<file path="config.mk">
export PLATFORM = sky130hd
export DESIGN_NAME = mem_port_arbiter
export DESIGN_NICKNAME = d
export VERILOG_FILES = /design/src/rtl/mem_arb_pkg.sv /design/src/rtl/lat_counter.sv /design/src/rtl/mem_port_arbiter.sv
export SDC_FILE = /design/constraint.sdc
export NUM_CORES = 1
export LEC_CHECK = 0
export CAP_MARGIN = 20
export CORE_MARGIN = 2
export CORE_UTILIZATION = 33
export DETAILED_ROUTE_END_ITERATION = 10
export PLACE_DENSITY = 0.87
export SLEW_MARGIN = 20
export SYNTH_ARGS = -nofsm -noshare
export SYNTH_HDL_FRONTEND = slang
export SYNTH_HIERARCHICAL = 1
export SYNTH_SLANG_ARGS = --single-unit
</file>
<file path="constraint.sdc">
create_clock -name clk -period 1.6 [get_ports clk]
set_input_delay 0.32 -clock clk [delete_from_list [all_inputs] [get_ports clk]]
set_output_delay 0.32 -clock clk [all_outputs]
set_load 0.05 [all_outputs]
</file>
<file path="src/rtl/mem_arb_pkg.sv">
// Shared types and default widths for the memory port arbiter.
package mem_arb_pkg;

  localparam int DEF_AW      = 12;
  localparam int DEF_DW      = 16;
  localparam int DEF_MEM_LAT = 2;

  typedef enum logic {IDLE, RD_WAIT} state_t;
  typedef enum logic {OWN_IF, OWN_DP} owner_t;

endpackage

</file>
<file path="src/rtl/lat_counter.sv">
// Loadable down-counter tracking the memory read latency.
// done is high in the last wait cycle, when the count reaches 1 while enabled.
module lat_counter #(
  parameter int CW = 2
) (
  input  logic          clk,
  input  logic          rst,
  input  logic          load,
  input  logic [CW-1:0] load_val,
  input  logic          en,
  output logic          done
);

  logic [CW-1:0] count;

  always_ff @(posedge clk or posedge rst) begin
    if (rst) begin
      count <= '0;
    end else if (load) begin
      count <= load_val;
    end else if (en && (count != '0)) begin
      count <= count - CW'(1);
    end
  end

  assign done = en && (count == CW'(1));

endmodule

</file>
<file path="src/rtl/mem_port_arbiter.sv">
// Shares one single-port synchronous memory between fetch (IF) and datapath (DP).
// Define MEM_ARB_RR_EN for round-robin on ties; default is fixed DP priority.
module mem_port_arbiter
  import mem_arb_pkg::*;
#(
  parameter int AW      = DEF_AW,
  parameter int DW      = DEF_DW,
  parameter int MEM_LAT = DEF_MEM_LAT
) (
  input  logic          clk,
  input  logic          rst,
  input  logic          if_req,
  input  logic [AW-1:0] if_addr,
  output logic          if_gnt,
  output logic          if_rvalid,
  output logic [DW-1:0] if_rdata,
  input  logic          dp_req,
  input  logic          dp_we,
  input  logic [AW-1:0] dp_addr,
  input  logic [DW-1:0] dp_wdata,
  output logic          dp_gnt,
  output logic          dp_rvalid,
  output logic [DW-1:0] dp_rdata,
  output logic          mem_en,
  output logic          mem_we,
  output logic [AW-1:0] mem_addr,
  output logic [DW-1:0] mem_wdata,
  input  logic [DW-1:0] mem_rdata
);

  localparam int CW = $clog2(MEM_LAT + 1);

  state_t state, state_nxt;
  owner_t owner_q;
  logic   grant_if, grant_dp, issue_rd, rd_done;

`ifdef MEM_ARB_RR_EN
  owner_t last_owner;
`endif

  // Grants exist only in IDLE and are suppressed while reset is held.
  always_comb begin
    grant_if = 1'b0;
    grant_dp = 1'b0;
    if ((state == IDLE) && !rst) begin
`ifdef MEM_ARB_RR_EN
      if (if_req && dp_req) begin
        if (last_owner == OWN_DP) grant_if = 1'b1;
        else                      grant_dp = 1'b1;
      end else begin
        grant_if = if_req;
        grant_dp = dp_req;
      end
`else
      grant_dp = dp_req;
      grant_if = if_req && !dp_req;
`endif
    end
  end

  always_comb begin
    mem_en    = 1'b0;
    mem_we    = 1'b0;
    mem_addr  = '0;
    mem_wdata = '0;
    if (grant_dp) begin
      mem_en    = 1'b1;
      mem_we    = dp_we;
      mem_addr  = dp_addr;
      mem_wdata = dp_wdata;
    end else if (grant_if) begin
      mem_en    = 1'b1;
      mem_addr  = if_addr;
    end
  end

  assign if_gnt   = grant_if;
  assign dp_gnt   = grant_dp;
  assign issue_rd = grant_if || (grant_dp && !dp_we);

  always_comb begin
    state_nxt = state;
    case (state)
      IDLE:    if (issue_rd) state_nxt = RD_WAIT;
      RD_WAIT: if (rd_done)  state_nxt = IDLE;
      default: state_nxt = IDLE;
    endcase
  end

  lat_counter #(.CW(CW)) u_lat (
    .clk      (clk),
    .rst      (rst),
    .load     (issue_rd),
    .load_val (CW'(MEM_LAT)),
    .en       (state == RD_WAIT),
    .done     (rd_done)
  );

  // Returned data is captured for the latched owner; rvalid follows one cycle later.
  always_ff @(posedge clk or posedge rst) begin
    if (rst) begin
      state     <= IDLE;
      owner_q   <= OWN_IF;
      if_rvalid <= 1'b0;
      dp_rvalid <= 1'b0;
      if_rdata  <= '0;
      dp_rdata  <= '0;
    end else begin
      state     <= state_nxt;
      if_rvalid <= rd_done && (owner_q == OWN_IF);
      dp_rvalid <= rd_done && (owner_q == OWN_DP);
      if (issue_rd) owner_q <= grant_dp ? OWN_DP : OWN_IF;
      if (rd_done && (owner_q == OWN_IF)) if_rdata <= mem_rdata;
      if (rd_done && (owner_q == OWN_DP)) dp_rdata <= mem_rdata;
    end
  end

`ifdef MEM_ARB_RR_EN
  always_ff @(posedge clk or posedge rst) begin
    if (rst) begin
      last_owner <= OWN_IF;
    end else if (grant_dp) begin
      last_owner <= OWN_DP;
    end else if (grant_if) begin
      last_owner <= OWN_IF;
    end
  end
`endif

endmodule
</file>
; ---- After elaboration in Yosys (flattened, before gate mapping)
; Index checks and enable logic that the tools add are counted.
[totals]
reg_bits = 38
input_bits = 61
out_inout_bits = 66
wordCells = 38
[op_classes]
n_addsub = 1
n_eq_ne = 1
mux = 14
bitwise = 2
reduce_logical = 13
[ops]
columns = operator, count
row1 = 12-bit two-way mux, 2
row2 = 16-bit two-way mux, 1
row3 = 1-bit two-way mux, 8
row4 = 1-bit logical AND, 7
row5 = 2-bit two-way mux, 2
row6 = 2-bit nonzero test, 2
row7 = 1-bit zero test, 3
row8 = 2-bit by 1-bit equality test with 1-bit output (second input constant), 1
row9 = 1-bit inverter, 2
row10 = 1-bit one-hot mux with 2 select lines, 1
row11 = 2-bit by 1-bit subtractor with 2-bit output (second input constant), 1
row12 = 1-bit logical OR, 1

; ---- Longest topological paths before layout
; Gate-level depths: netlist of run 1.
[depth]
depth_word = 7
depth_mapped = 7
ltp_nobuf = 5

; ---- Cells and area by module
; The synthesis of run 1 kept the hierarchy.
[modules_own_cells]
columns = module, instances, cells_per_inst, area_per_inst_um2, seq_area_each_um2
row1 = mem_port_arbiter, 1, 154, 1788.0, 900.9
row2 = lat_counter, 1, 15, 152.6, 50.0

; ---- Worst setup path before layout of run 1
; Ideal clock, no wire load.
[synth_path]
path_kind = register to output
startpoint = register state
endpoint = output mem_addr[10]
t_arrival_ns = 1.709
slack_ns = -0.429
path_stages_with_launch = 4
path_cell_list = dfrtp_1 > or2_2 > buf_2 > a21oi_1
[synth_via]
elab_chain_cells = 5
elab_cells_between_ends = 6
classes_between = 4 x mux / 1 x bitwise / 1 x reduce/logical
[synth_rtl]
columns = item, line
row1 = "start, declared", mem_port_arbiter.sv:33  ; state_t state, state_nxt;
row2 = "start signal, assigned", mem_port_arbiter.sv:109  ; state <= state_nxt;
row3 = 1-bit inverter (*), -
row4 = 1-bit logical AND (*), mem_port_arbiter.sv:45  ; if ((state == IDLE) && !rst) begin
row5 = 1-bit two-way mux, mem_port_arbiter.sv:45
row6 = 12-bit two-way mux, mem_port_arbiter.sv:71  ; end else if (grant_if) begin
row7 = 12-bit two-way mux (*), mem_port_arbiter.sv:66  ; if (grant_dp) begin
row8 = "end, declared", mem_port_arbiter.sv:26  ; output logic [AW-1:0] mem_addr,
; Mark *: on every way between the ends. The rest lies on a longest branch, timed or not.

; ---- Worst setup path after layout of run 1
[layout_path]
startpoint = register state
endpoint = output mem_addr[6]
; The elaborated chain is that of the path after synthesis.

==> results of run 1 <==
-- report_power, final --
group | switching [mW] | leakage, nW | internal [mW] | total [mW]
clock | 0.331 | 0.0714 | 0.665 | 0.996
combinational | 2.80 | 1.37 | 2.02 | 4.81
sequential | 0.282 | 0.445 | 1.44 | 1.72
-- flip-flops by register name (all words and copies together), names as in the netlist --
name         flops
owner_q          1
dp_rvalid        1
dp_rdata        16
state            1
if_rdata        16
if_rvalid        1
u_lat/count      2
-- layout make-up --
class,count,area [µm²]
Multi-Input combinational cell,112,1140
Fill cell,363,1340
Clock buffer,6,82.6
Sequential cell,38,952
Tap cell,72,90.1
Timing Repair Buffer,162,1910
Inverter,8,30.0
Clock inverter,2,60.1
-- cell usage after synthesis --
cell / n / area share, %
a211o_1: 1 / 0.45
a21oi_1: 12 / 3.1
a221o_1: 2 / 1.0
and2_1: 2 / 0.64
and2b_4: 1 / 0.52
and3_1: 17 / 5.5
buf_12: 1 / 1.0
buf_2: 3 / 0.77
buf_4: 1 / 0.39
buf_6: 1 / 0.58
clkbuf_1: 5 / 0.97
conb_1: 2 / 0.39
dfrtp_1: 38 / 49
ha_1: 2 / 1.3
inv_1: 8 / 1.5
mux2_2: 23 / 13
mux2_4: 9 / 7.0
nand2_1: 13 / 2.5
nand2_2: 1 / 0.32
nand2b_1: 2 / 0.64
nand3b_1: 12 / 4.6
nor2_1: 3 / 0.58
nor2_2: 1 / 0.32
nor2b_1: 2 / 0.64
nor3b_1: 1 / 0.39
nor4b_1: 2 / 0.90
o211ai_1: 1 / 0.39
o22ai_1: 1 / 0.32
or2_2: 1 / 0.32
or4b_1: 1 / 0.52
-- worst min-delay path, cell delays in order --
cell           delay [ns]
dlygate4sd2_1        0.26
buf_4                0.17
inv_1                0.11
-- worst max path at each step --
stage                         start                         end  slack (ns)  cells past startpoint
floorplan           state$_DFF_PP0_                 mem_addr[0]       -0.26                      2
global placement             if_req                 mem_addr[1]       -0.35                      5
detailed placement           dp_req  u_lat/count[0]$_DFFE_PP0P_       -0.39                      6
CTS                 state$_DFF_PP0_                 mem_addr[6]       -0.17                      4
global route        state$_DFF_PP0_               mem_wdata[14]       -0.24                      5
finish              state$_DFF_PP0_                 mem_addr[6]       -0.21                      4
-- per-layer routing --
metal	share of wire [%]	GRT usage, %	vias to the layer above
li1	-	-	902
met1	38	26.5	951
met2	55	42.6	60
met3	4.2	4.16	18
met4	3.0	9.32	0
met5	0	0	-
-- cells by family (layout without fill, tap and decap cells) --
group,Yosys count,count (layout),share of synthesized area [%]
multiplexers,32,32,20.3
adder cells (fa/ha/maj),2,2,1.29
other,2,2,0.387
AO/OA/AOI/OAI,17,17,5.29
buffers and inverters,19,178,5.29
flip-flops,38,38,49.0
AND/OR/NAND/NOR,59,59,18.4
-- what timing repair did --
action                     in CTS  in global routing
setup endpoints to repair      34                 50
resized for setup              39                  7
hold buffers                    0                  0
buffers inserted               10                  0
cloned                          2                  1
pin swaps                      34                  2
==> impl_metrics.csv, run 1 <==
group,metric,value,unit
cts,cts_buffers,5,
cts,htree_num_levels,2,
finish,finalInstanceArea,4260,µm²
placement,place_area,3820,µm²
finish,fin_util,76.0,%
finish,final_nets,390,
floorplanning,dieHeight,80.7,µm
outcome,status,"finished, violations left",
setup_path,path_max_fanout,8,
route,routed_wl,7.35,mm
cts,cts.path.max_buffers,2,
sta,worst_clock_skew,0.00442,ns
placement,place_hpwl,4.97,mm
placement,dp_cells,379,
setup_path,cp-start-kind,"flop",
global_route,grt_max_degree,37,
sta,period_share,113,%
synthesis,synth_cell_types,30,
setup_path,worst-r2r-setup-slack,-0.06,ns
placement,io_buffers,126,
floorplanning,fp-row-count,27,
sta,rsz0062_at_grt,"true",
finish,area.growth.synth_to_final,120,%
cts,worstSkewPairLatency,0.29,ns
global_route,grt_usage,23.3,%
sta,timing.setup.tns,-5.92,ns
setup_path,r2r_end,"u_lat/count[0]$_DFFE_PP0P_",
floorplanning,core_area,5610,µm²
cts,cts_tree,"yes",
setup_path,cp_data_arrival_time,1.49,ns
global_route,antenna_found_initial,0,
route,detail-route-antenna-nets,0,
sta,slew_violations,0,
cts,root_buffer,"clkbuf_8",
finish,layout.cells.non_filler,400,
setup_path,end_kind,"output pin",
job,cap_violations,0,
synthesis,synth_cells,169,
setup_path,critPathMostFrequentCell,"buf_12",
sta,layout_setup_ws,-0.208,ns
synthesis,yosysSeqAreaShare,49.0,%
pwr,leakagePower,1.88,nW
setup_path,critPathKind,"flop to output pin",
floorplanning,die_w,80.7,µm
sta,hold_ws,0.235,ns
sta,min_period,1.81,ns
setup_path,cpPeakStageDelay,0.42,ns
pwr,powerDensity,1770,nW/µm²
synthesis,ys_warn_count,6,
setup_path,path_delay_family,"flip-flops",
route,route.detailed.drc,0,
setup_path,path_buf_inv,2,
global_route,grt_pass1_wl,11.2,mm
floorplanning,dieArea,6510,µm²
sta,fmax,0.553,GHz
pwr,peakVddDrop,1.20,mV
floorplanning,io-pin-count,127,
placement,pre_cts_slack,-0.392,ns
finish,drive_gt1_share,55.8,%
route,wl_per_cell,18.4,µm
global_route,grt_pass1_vias,2088,
setup_path,path_cells,"or2_4 -> buf_12 -> a21oi_4 -> buf_12",
global_route,grt_overflow,0,
worst_hold_path,min_path_type,"primary input to asynchronous set/reset pin",
setup_path,ff2ff_path_depth,6,
finish,final_cell_mix,"57 x clkdlybuf4s50_1, 54 x buf_4, 38 x buf_12",
sta,setup_viol,34,
setup_path,required,1.28,ns
finish,final_common_cell,"clkdlybuf4s50_1",
placement,place.gp.congestion,0.836,
outcome,failed_checks,"negative setup slack",
route,drt_first_iter_violations,41,
pwr,power,7.53,mW
finish,diodes,0,
synthesis,synth_nets,232,
floorplanning,start_util,34.6,%
setup_path,crit_path_top_delay_cell,"dfrtp_2",
cts,clock-sinks,38,
setup_path,reg2reg_from,"state$_DFF_PP0_",
synthesis,syn_area_per_cell,11.5,µm²
cts,path_clk_slew,0.07,ns
route,vias,1931,
sta,hold_viol_final,0,
synthesis,ys_ff_latch,38,
route,via_per_inst,4.83,
synthesis,syn_area,1940,µm²
route,dr.pass1.iters,4,
(Power assumes the default switching activity.)
==> inputs of run 2 (changes only) <==
- ABC_CLOCK_PERIOD_IN_PS: default -> 1600
- CORE_UTILIZATION: 33 -> 36
- DONT_BUFFER_PORTS: default -> 1
- PLACE_DENSITY: 0.87 -> 0.62
==> run 2 against run 1 <==
- the flow still finishes with violations (negative setup slack)
- sequential cell count is the same
- clock power is 3.4% lower
- combinational power decreased by 56%
- global-route usage shrank 7.0 points
- clock-buffer cell count down 1
- clock skew increased by 0.0025 ns
- design area fell by 30%
- hold slack worse by 0.22 ns
- worst setup slack better by 0.044 ns
- via count shrank 27%
- register-to-register slack gained 0.07 ns
- critical path type unchanged
- largest power group is now registers
- highest routed layer unchanged
==> impl_metrics.csv, run 2 (synthesis gave the netlist of run 1 again) <==
group,metric,value,unit
route,wl_per_cell,18.2,µm
placement,io_buffers,0,
global_route,grt_max_degree,48,
finish,final_cell_mix,"37 x dfrtp_1, 23 x mux2_2, 23 x buf_12",
sta,slew_violations,0,
finish,n_fill_cell,450,
sta,min_period,1.76,ns
setup_path,cpPeakStageDelay,0.41,ns
setup_path,crit_path_top_delay_cell,"dfrtp_2",
sta,period_share,110,%
cts,root_buffer,"clkbuf_8",
global_route,grt_usage,16.3,%
finish,diodes,0,
cts,clock-sinks,38,
placement,place.gp.congestion,0.732,
global_route,grt_pass1_vias,1503,
placement,place_hpwl,3.56,mm
pwr,leakagePower,1.27,nW
setup_path,ff2ff_path_depth,5,
finish,multi_input_area,1150,µm²
sta,worst_clock_skew,0.00697,ns
global_route,antenna_found_initial,0,
route,drt_first_iter_violations,39,
finish,reg_top3,"dp_rdata: 16 flops, if_rdata: 16 flops, u_lat/count: 2 flops",
sta,fmax,0.567,GHz
sta,hold_ws,0.0158,ns
cts,worstSkewPairLatency,0.29,ns
setup_path,path_cells,"or2_4 -> buf_12 -> a21oi_2 -> buf_6",
cts,cts.path.max_buffers,2,
finish,area.growth.synth_to_final,53.6,%
sta,rsz0062_at_grt,"true",
floorplanning,core_area,5140,µm²
cts,htree_num_levels,2,
finish,seqCellArea,952,µm²
sta,layout_setup_ws,-0.164,ns
route,vias,1409,
pwr,peakVddDrop,0.868,mV
route,detail-route-antenna-nets,0,
floorplanning,io-pin-count,127,
setup_path,critPathKind,"flop to output pin",
floorplanning,fp-row-count,26,
finish,final_nets,265,
worst_hold_path,min_path_type,"primary input to asynchronous set/reset pin",
floorplanning,dieArea,5990,µm²
outcome,status,"finished, violations left",
sta,setup_viol,32,
setup_path,path_max_fanout,7,
finish,drive_gt1_share,57.6,%
floorplanning,dieHeight,77.4,µm
route,dr.pass1.iters,4,
finish,final_common_cell,"dfrtp_1",
cts,path_clk_slew,0.08,ns
route,route.detailed.drc,0,
outcome,failed_checks,"negative setup slack",
floorplanning,die_w,77.4,µm
global_route,grt_pass1_wl,7.83,mm
job,cap_violations,0,
route,routed_wl,4.96,mm
setup_path,cp_data_arrival_time,1.44,ns
pwr,powerDensity,2130,nW/µm²
cts,cts_buffers,5,
sta,hold_viol_final,0,
setup_path,end_kind,"output pin",
floorplanning,start_util,37.8,%
setup_path,cp-start-kind,"flop",
sta,timing.setup.tns,-4.10,ns
route,via_per_inst,5.16,
cts,cts_tree,"yes",
setup_path,required,1.28,ns
placement,pre_cts_slack,0.00663,ns
global_route,grt_overflow,0,
## run 2: repair_timing
item / CTS / global route
gates resized for setup: 36 / 2
hold endpoints to repair: 2 / 0
endpoints found under the setup margin: 32 / 47
setup buffers: 1 / 2
hold buffers: 1 / 0
gates cloned: 1 / 1
pin swaps: 3 / 10
## run 2: stage by stage
stage | total power [mW] | std cells | area (µm²) | utilization (%)
2_1_floorplan | 4.54 | 169 | 2060 | -
3_3_place_gp | 5.07 | 259 | 2600 | 50.5
3_5_place_dp | 5.20 | 259 | 2600 | 50.5
4_1_cts | 6.37 | 270 | 2930 | 57.1
5_1_grt | 6.60 | 273 | 2980 | 58.0
6_report | 6.34 | 273 | 2980 | 58.0
## run 2: cell type report
class                   count  share of cell area, %
inverters                   8                   1.01
clock buffers               5                   2.31
repair buffers             37                   20.8
flip-flops and latches     38                   31.9
multi-input cells         112                   38.7
well taps                  70                   2.94
clock inverters             3                   2.31
## run 2: metal layers
metal | wire length [µm] | global-route usage, % | up-vias
li1 | - | - | 655
met1 | 1740 | 16.7 | 694
met2 | 2860 | 31.8 | 54
met3 | 297 | 4.42 | 6
met4 | 65 | 5.00 | 0
met5 | 0 | 0 | -
## run 2: path summary, 6_finish.rpt
| check | start | endpoint | slack [ns] |
|---|---|---|---|
| max | state$_DFF_PP0_ | mem_addr[0] | -0.16 |
| min | rst | if_rdata[2]$_DFFE_PP0P_ | 0.02 |
| min in group clk | mem_rdata[2] | if_rdata[2]$_DFFE_PP0P_ | 0.18 |
| min reg2reg | owner_q$_DFFE_PP0P_ | owner_q$_DFFE_PP0P_ | 0.57 |
| max in group asynchronous | rst | u_lat/count[1]$_DFFE_PP0P_ | 1.18 |
| max reg2reg | state$_DFF_PP0_ | u_lat/count[0]$_DFFE_PP0P_ | 0.01 |
## run 2: critical path, delay by kind of cell, from the launching register on
family,cells,cell delay [ns]
DFF,1,0.41
buffers and inverters,2,0.33
and+or+nand+nor,1,0.29
AOI/OAI and AO/OA,1,0.13
## run 2: power breakdown
group | total (mW) | internal, mW | switching (mW)
registers | 3.28 | 1.41 | 1.87
logic | 2.10 | 1.16 | 0.939
clock network | 0.962 | 0.625 | 0.337
==> inputs of run 3 (changes only) <==
- CTS_BUF_LIST: default -> sky130_fd_sc_hd__clkbuf_8
==> results of run 3 <==
The final DEF is identical to that of run 2; final timing and power are the same.
